$ cat src/rtl/uart_tx_serializer.sv
// uart_tx_serializer: transmit half of the CPU UART.
// Takes one byte per DataInValid/DataInReady handshake and sends it on SOut,
// LSB first, at BAUD_RATE: 8N1 by default.
// Build option: define UART_TX_PARITY_EN to add an even parity bit after the
// last data bit (8E1, 11 symbols per frame).
// Reset is synchronous and active-high. SOut and DataInReady come straight
// from flops, so the serial pin sees no glitches.
module uart_tx_serializer #(
    parameter int unsigned CLOCK_FREQ = 50_000_000,
    parameter int unsigned BAUD_RATE  = 115_200
) (
    input  logic       Clock,
    input  logic       Reset,
    input  logic [7:0] DataIn,
    input  logic       DataInValid,
    output logic       DataInReady,
    output logic       SOut
);

    localparam int unsigned SYMBOL_CYCLES = CLOCK_FREQ / BAUD_RATE;
    localparam int unsigned CNT_W         = (SYMBOL_CYCLES > 1) ? $clog2(SYMBOL_CYCLES) : 1;
    localparam int unsigned BIT_W         = 3;
    localparam int unsigned DATA_W        = 8;
`ifdef UART_TX_PARITY_EN
    localparam int unsigned SHIFT_W       = DATA_W + 1;
`else
    localparam int unsigned SHIFT_W       = DATA_W;
`endif

    typedef enum logic [2:0] {
        ST_IDLE   = 3'd0,
        ST_START  = 3'd1,
        ST_DATA   = 3'd2,
`ifdef UART_TX_PARITY_EN
        ST_PARITY = 3'd3,
`endif
        ST_STOP   = 3'd4
    } state_e;

    state_e               state_q, state_d;
    logic [CNT_W-1:0]     baud_q, baud_d;
    logic [BIT_W-1:0]     bit_q, bit_d;
    logic [SHIFT_W-1:0]   shift_q, shift_d;
    logic                 sout_q, sout_d;
    logic                 ready_q, ready_d;
    logic                 baud_last_c;
    logic                 accept_c;
    logic [SHIFT_W-1:0]   load_c;

    // End of the current symbol period
    assign baud_last_c = (baud_q == CNT_W'(SYMBOL_CYCLES - 1));

    // Handshake completes on this edge
    assign accept_c = DataInValid && ready_q;

    // Frame payload captured on accept; the parity bit rides above the data byte
`ifdef UART_TX_PARITY_EN
    assign load_c = {^DataIn, DataIn};
`else
    assign load_c = DataIn;
`endif

    // State, counter and shift register updates
    always_ff @(posedge Clock) begin
        if (Reset) begin
            state_q <= ST_IDLE;
            baud_q  <= '0;
            bit_q   <= '0;
            shift_q <= '0;
            sout_q  <= 1'b1;
            ready_q <= 1'b1;
        end else begin
            state_q <= state_d;
            baud_q  <= baud_d;
            bit_q   <= bit_d;
            shift_q <= shift_d;
            sout_q  <= sout_d;
            ready_q <= ready_d;
        end
    end

    // Next-state logic; line level and ready are derived from the next state
    // so both outputs change on the same edge as the state they belong to
    always_comb begin
        state_d = state_q;
        baud_d  = baud_q;
        bit_d   = bit_q;
        shift_d = shift_q;

        unique case (state_q)
            ST_IDLE: begin
                baud_d = '0;
                bit_d  = '0;
                if (accept_c) begin
                    shift_d = load_c;
                    state_d = ST_START;
                end
            end

            ST_START: begin
                if (baud_last_c) begin
                    baud_d  = '0;
                    bit_d   = '0;
                    state_d = ST_DATA;
                end else begin
                    baud_d = baud_q + CNT_W'(1);
                end
            end

            ST_DATA: begin
                if (baud_last_c) begin
                    baud_d = '0;
                    if (bit_q == BIT_W'(DATA_W - 1)) begin
                        bit_d = '0;
`ifdef UART_TX_PARITY_EN
                        // Shifting once more leaves the parity bit at the output tap
                        shift_d = shift_q >> 1;
                        state_d = ST_PARITY;
`else
                        state_d = ST_STOP;
`endif
                    end else begin
                        shift_d = shift_q >> 1;
                        bit_d   = bit_q + BIT_W'(1);
                    end
                end else begin
                    baud_d = baud_q + CNT_W'(1);
                end
            end

`ifdef UART_TX_PARITY_EN
            ST_PARITY: begin
                if (baud_last_c) begin
                    baud_d  = '0;
                    state_d = ST_STOP;
                end else begin
                    baud_d = baud_q + CNT_W'(1);
                end
            end
`endif

            ST_STOP: begin
                if (baud_last_c) begin
                    baud_d  = '0;
                    state_d = ST_IDLE;
                end else begin
                    baud_d = baud_q + CNT_W'(1);
                end
            end

            default: begin
                baud_d  = '0;
                bit_d   = '0;
                state_d = ST_IDLE;
            end
        endcase
    end

    // Registered line level and ready flag for the state being entered
    always_comb begin
        sout_d  = 1'b1;
        ready_d = 1'b0;
        unique case (state_d)
            ST_IDLE: begin
                sout_d  = 1'b1;
                ready_d = 1'b1;
            end
            ST_START:  sout_d = 1'b0;
            ST_DATA:   sout_d = shift_d[0];
`ifdef UART_TX_PARITY_EN
            ST_PARITY: sout_d = shift_d[0];
`endif
            ST_STOP:   sout_d = 1'b1;
            default: begin
                sout_d  = 1'b1;
                ready_d = 1'b1;
            end
        endcase
    end

    assign SOut        = sout_q;
    assign DataInReady = ready_q;

endmodule

$ cat config.mk
export PLATFORM = sky130hd
export DESIGN_NAME = uart_tx_serializer
export DESIGN_NICKNAME = d
export VERILOG_FILES = /design/src/rtl/uart_tx_serializer.sv
export SDC_FILE = /design/constraint.sdc
export NUM_CORES = 1
export LEC_CHECK = 0
export CAP_MARGIN = 20
export CORE_ASPECT_RATIO = 0.9
export CORE_MARGIN = 3
export CORE_UTILIZATION = 54
export DETAILED_ROUTE_END_ITERATION = 16
export GPL_TIMING_DRIVEN = 0
export PLACE_DENSITY = 0.85
export SLEW_MARGIN = 15
export SYNTH_ARGS = -nofsm -noshare
export SYNTH_HDL_FRONTEND = slang
export SYNTH_SLANG_ARGS = --single-unit
$ cat constraint.sdc
create_clock -name Clock -period 2.52 [get_ports Clock]
set_input_delay 0.504 -clock Clock [delete_from_list [all_inputs] [get_ports Clock]]
set_output_delay 0.504 -clock Clock [all_outputs]
set_load 0.01 [all_outputs]
==> impl_results.md <==
* Status: complete, no violations
* Share of the synthesized area in the top cell type at 0.4287
* Fill cells at approximately 170
* Vias in the first global route at 890
* Worst EP arrival at roughly 2.5 ns
* Initial antenna violation count at 0
* Core ar. at 1989 sq um
* Post-synth cell types at 37
* Fmax at between 400 and 500 MHz
* GRT Residual Overflow at 0
* Slowest CP cell: or4b_4
* CP dominant cell by count: ha_1
* Min Clock Period, post-route at approximately 2.3 ns
* CTS max path bufs at 2
* Hold Slack at 0.4705 ns
* Levels on crit path at 7
* Hold Fails Final Rpt at 0
* Kind of critical path: reg2reg
* Post-CTS setup buffers at 0
* Total GRT Usage at 0.1925
* Root Buffer: clkbuf_4
* Clk sinks at 25
* Post-route antenna net violation count at 0
* Post-synth ARST share at 0
* DP Worst Slack at 0.2414 ns
* Worst reg2reg startpoint: bit_q[0]$_SDFFE_PP0P_
* CP max FO at 8
* Mapped cell area at 1167 sq um
* Worst VDD drop at 0.4028 mV
* Ports at 13
* Pins over their slew limit at 0
* Cell count after synthesis at between 100 and 150
* Vias at 946
* Multi-input gate area at 643.1 sq um
* Hold path cells at 2
* Area contributors post-synth: dfxtp_1, nor2_1, a21oi_1
* Max-Cap Viols at 0
* Fin cells at 167
* Clock skew at 0.002635 ns
* Buffers on Ports at 12
* Register area share after synthesis at 0.4287
* Synth Register Bits at 25
* Cts repair resizes at 0
* RR Endpoint: shift_q[3]$_SDFFE_PP0P_
* Residual DRC at 0
* Routed len/inst at 13.43 um
* Die extent in x at 55.01 um
* CTS tree: yes
* Die area at 2757 sq um
* Critical Path Source: bit_q[0]$_SDFFE_PP0P_
* Area Overhead vs Synth at 15.22%
* CP top delay family: simple AND/OR/NAND/NOR gates
* Leak Pwr at 0.4691 nW
* Top cell type by total area after synthesis: dfxtp_1
* Nets@finish at 158
* Pin count of the biggest net entering global routing at 14
* Util after Layout at 0.6761
* 1st-iter DRT viols at 14
* FF-to-FF setup slack at 0.22 ns
* First-pass iteration count of the detailed router at 4
* RSZ-0062 raised after global routing: false
* H-Tree Depth at 1
* TNS Setup at 0 ns
* Initial Utilization at 0.5868
* Placer Congestion at 0.7778
* Skew-Pair Late Insertion Delay at 0.32 ns
* Post-synth net total at 141
* Die Ht at 50.11 um
* Synth Area per Inst at 9.265 sq um
* Hold Crit Class: reg2reg
* Worst path required time at 2.72 ns
* YS warnings at 0
* # hold bufs at CTS at 0
* Crit path capture: shift_q[3]$_SDFFE_PP0P_
* Main synth FF type: dfxtp_1
* Setup violators final at 0
* EDFF count, synth at 0
* Slew HR at 0.4898
* Dpl cells at between 150 and 200
* Crit-path cells: ha_1 -> ha_1 -> or4b_4 -> nor4_4 -> nor2_2 -> nand2_1 -> a21oi_1
* Register Area at 500.5 sq um
* Diode count at 0
* Cells on worst reg2reg path at 7
* Layout cells sized above 1 at 0.09859
* Setup WS post-layout at 0.2179 ns
* DR vias/cell at 5.665
* WP buf/inv at 0
* Routed WL at 2.243 mm
* Most common cell after layout, fill and taps aside: dfxtp_1
* Cell Pwr Density at just over 500 nW/um^2
* Commonest non-fill, non-tap cells in the layout: dfxtp_1, nor2_1, a21oi_1
* Crit path largest cell delay at 0.54 ns
* Clock buffer count from CTS at 3
* Worst setup EP type: register
* Slew @ Worst Pin at 0.7636 ns
* Fin crit share at 0.9135
* HPWL after DPL at between 1.5 and 2 mm
* Row cnt at 15
* Startpoint types: register
* Clock Pin Slew Worst Setup and Hold Paths at around 0.13 ns
* First-pass GRT wire length at 3.795 mm
[power breakdown]
| group | switching (W) | leakage (nW) | internal, W | total [W] |
|---|---|---|---|---|
| clock network | 0.000115 | 0.0150 | 0.0000620 | 0.000177 |
| logic | 0.0000441 | 0.251 | 0.0000482 | 0.0000923 |
| registers | 0.00000991 | 0.203 | 0.000411 | 0.000421 |
| total | 0.000169 | 0.469 | 0.000521 | 0.000690 |
[metal layers]
| metal | part of all wire | GRT usage |
|---|---|---|
| met1 | 0.45 | 0.2303 |
| met2 | 0.48 | 0.3012 |
| met3 | 0.054 | 0.07251 |
| met4 | 0.020 | 0.08097 |
| met5 | 0 | 0 |
[metrics by stage]
step	power (W)	area, sq um
3_5_place_dp	0.0005217	1319
6_report	0.0006900	1345
5_1_grt	0.0007287	1345
3_3_place_gp	0.0005175	1319
2_1_floorplan	0.0004851	1167
4_1_cts	0.0006962	1345
[cells in the mapped netlist (2+ instances only)]
| master | number |
|---|---|
| clkbuf_1 | 3 |
| xnor2_1 | 4 |
| xor2_1 | 4 |
| ha_1 | 4 |
| nand3_1 | 6 |
| a21oi_1 | 13 |
| nand2b_1 | 2 |
| a22oi_1 | 6 |
| dfxtp_1 | 25 |
| inv_1 | 2 |
| nand2_1 | 10 |
| nor3b_1 | 3 |
| or3_4 | 2 |
| mux2i_1 | 2 |
| nor2_1 | 18 |
[cell type report]
| cell class | count | area share |
|---|---|---|
| inverters | 2 | 0.005581 |
| well taps | 25 | 0.02326 |
| clock buffers | 4 | 0.01953 |
| repair buffers | 12 | 0.08930 |
| plain buffers | 4 | 0.01209 |
| multi-input cells | 95 | 0.4781 |
| flip-flops and latches | 25 | 0.3721 |
[logic make-up after synthesis]
group / count (synthesis) / share of synthesized area
and+or+nand+nor: 56 / 0.2744
DFF: 25 / 0.4287
AOI/OAI and AO/OA: 24 / 0.1468
xor gates and xnor gates: 8 / 0.06002
buffers and inverters: 6 / 0.02036
adders and majority gates: 4 / 0.04287
muxes: 3 / 0.02680
[sequential cells by signal, summed over array words and instances, names as in the netlist]
name         count
DataInReady      1
SOut             1
baud_q           9
bit_q            3
shift_q          8
state_q          3
[worst reg2reg max path, stage by stage, from the launching register on]
cell and delay (ns):
dfxtp_1 0.35, ha_1 0.20, ha_1 0.24, or4b_4 0.54
nor4_4 0.52, nor2_2 0.16, nand2_1 0.10, a21oi_1 0.07
[worst min-delay path by stage]
stage	start	endpoint	slack, ns
after floorplan	shift_q[6]$_SDFFE_PP0P_	shift_q[6]$_SDFFE_PP0P_	0.43
after global placement	shift_q[2]$_SDFFE_PP0P_	shift_q[2]$_SDFFE_PP0P_	0.44
after detailed placement	shift_q[2]$_SDFFE_PP0P_	shift_q[2]$_SDFFE_PP0P_	0.45
after CTS	shift_q[2]$_SDFFE_PP0P_	shift_q[2]$_SDFFE_PP0P_	0.46
after global routing	shift_q[6]$_SDFFE_PP0P_	shift_q[6]$_SDFFE_PP0P_	0.49
final	shift_q[2]$_SDFFE_PP0P_	shift_q[2]$_SDFFE_PP0P_	0.47
(Power assumes the default switching activity.)
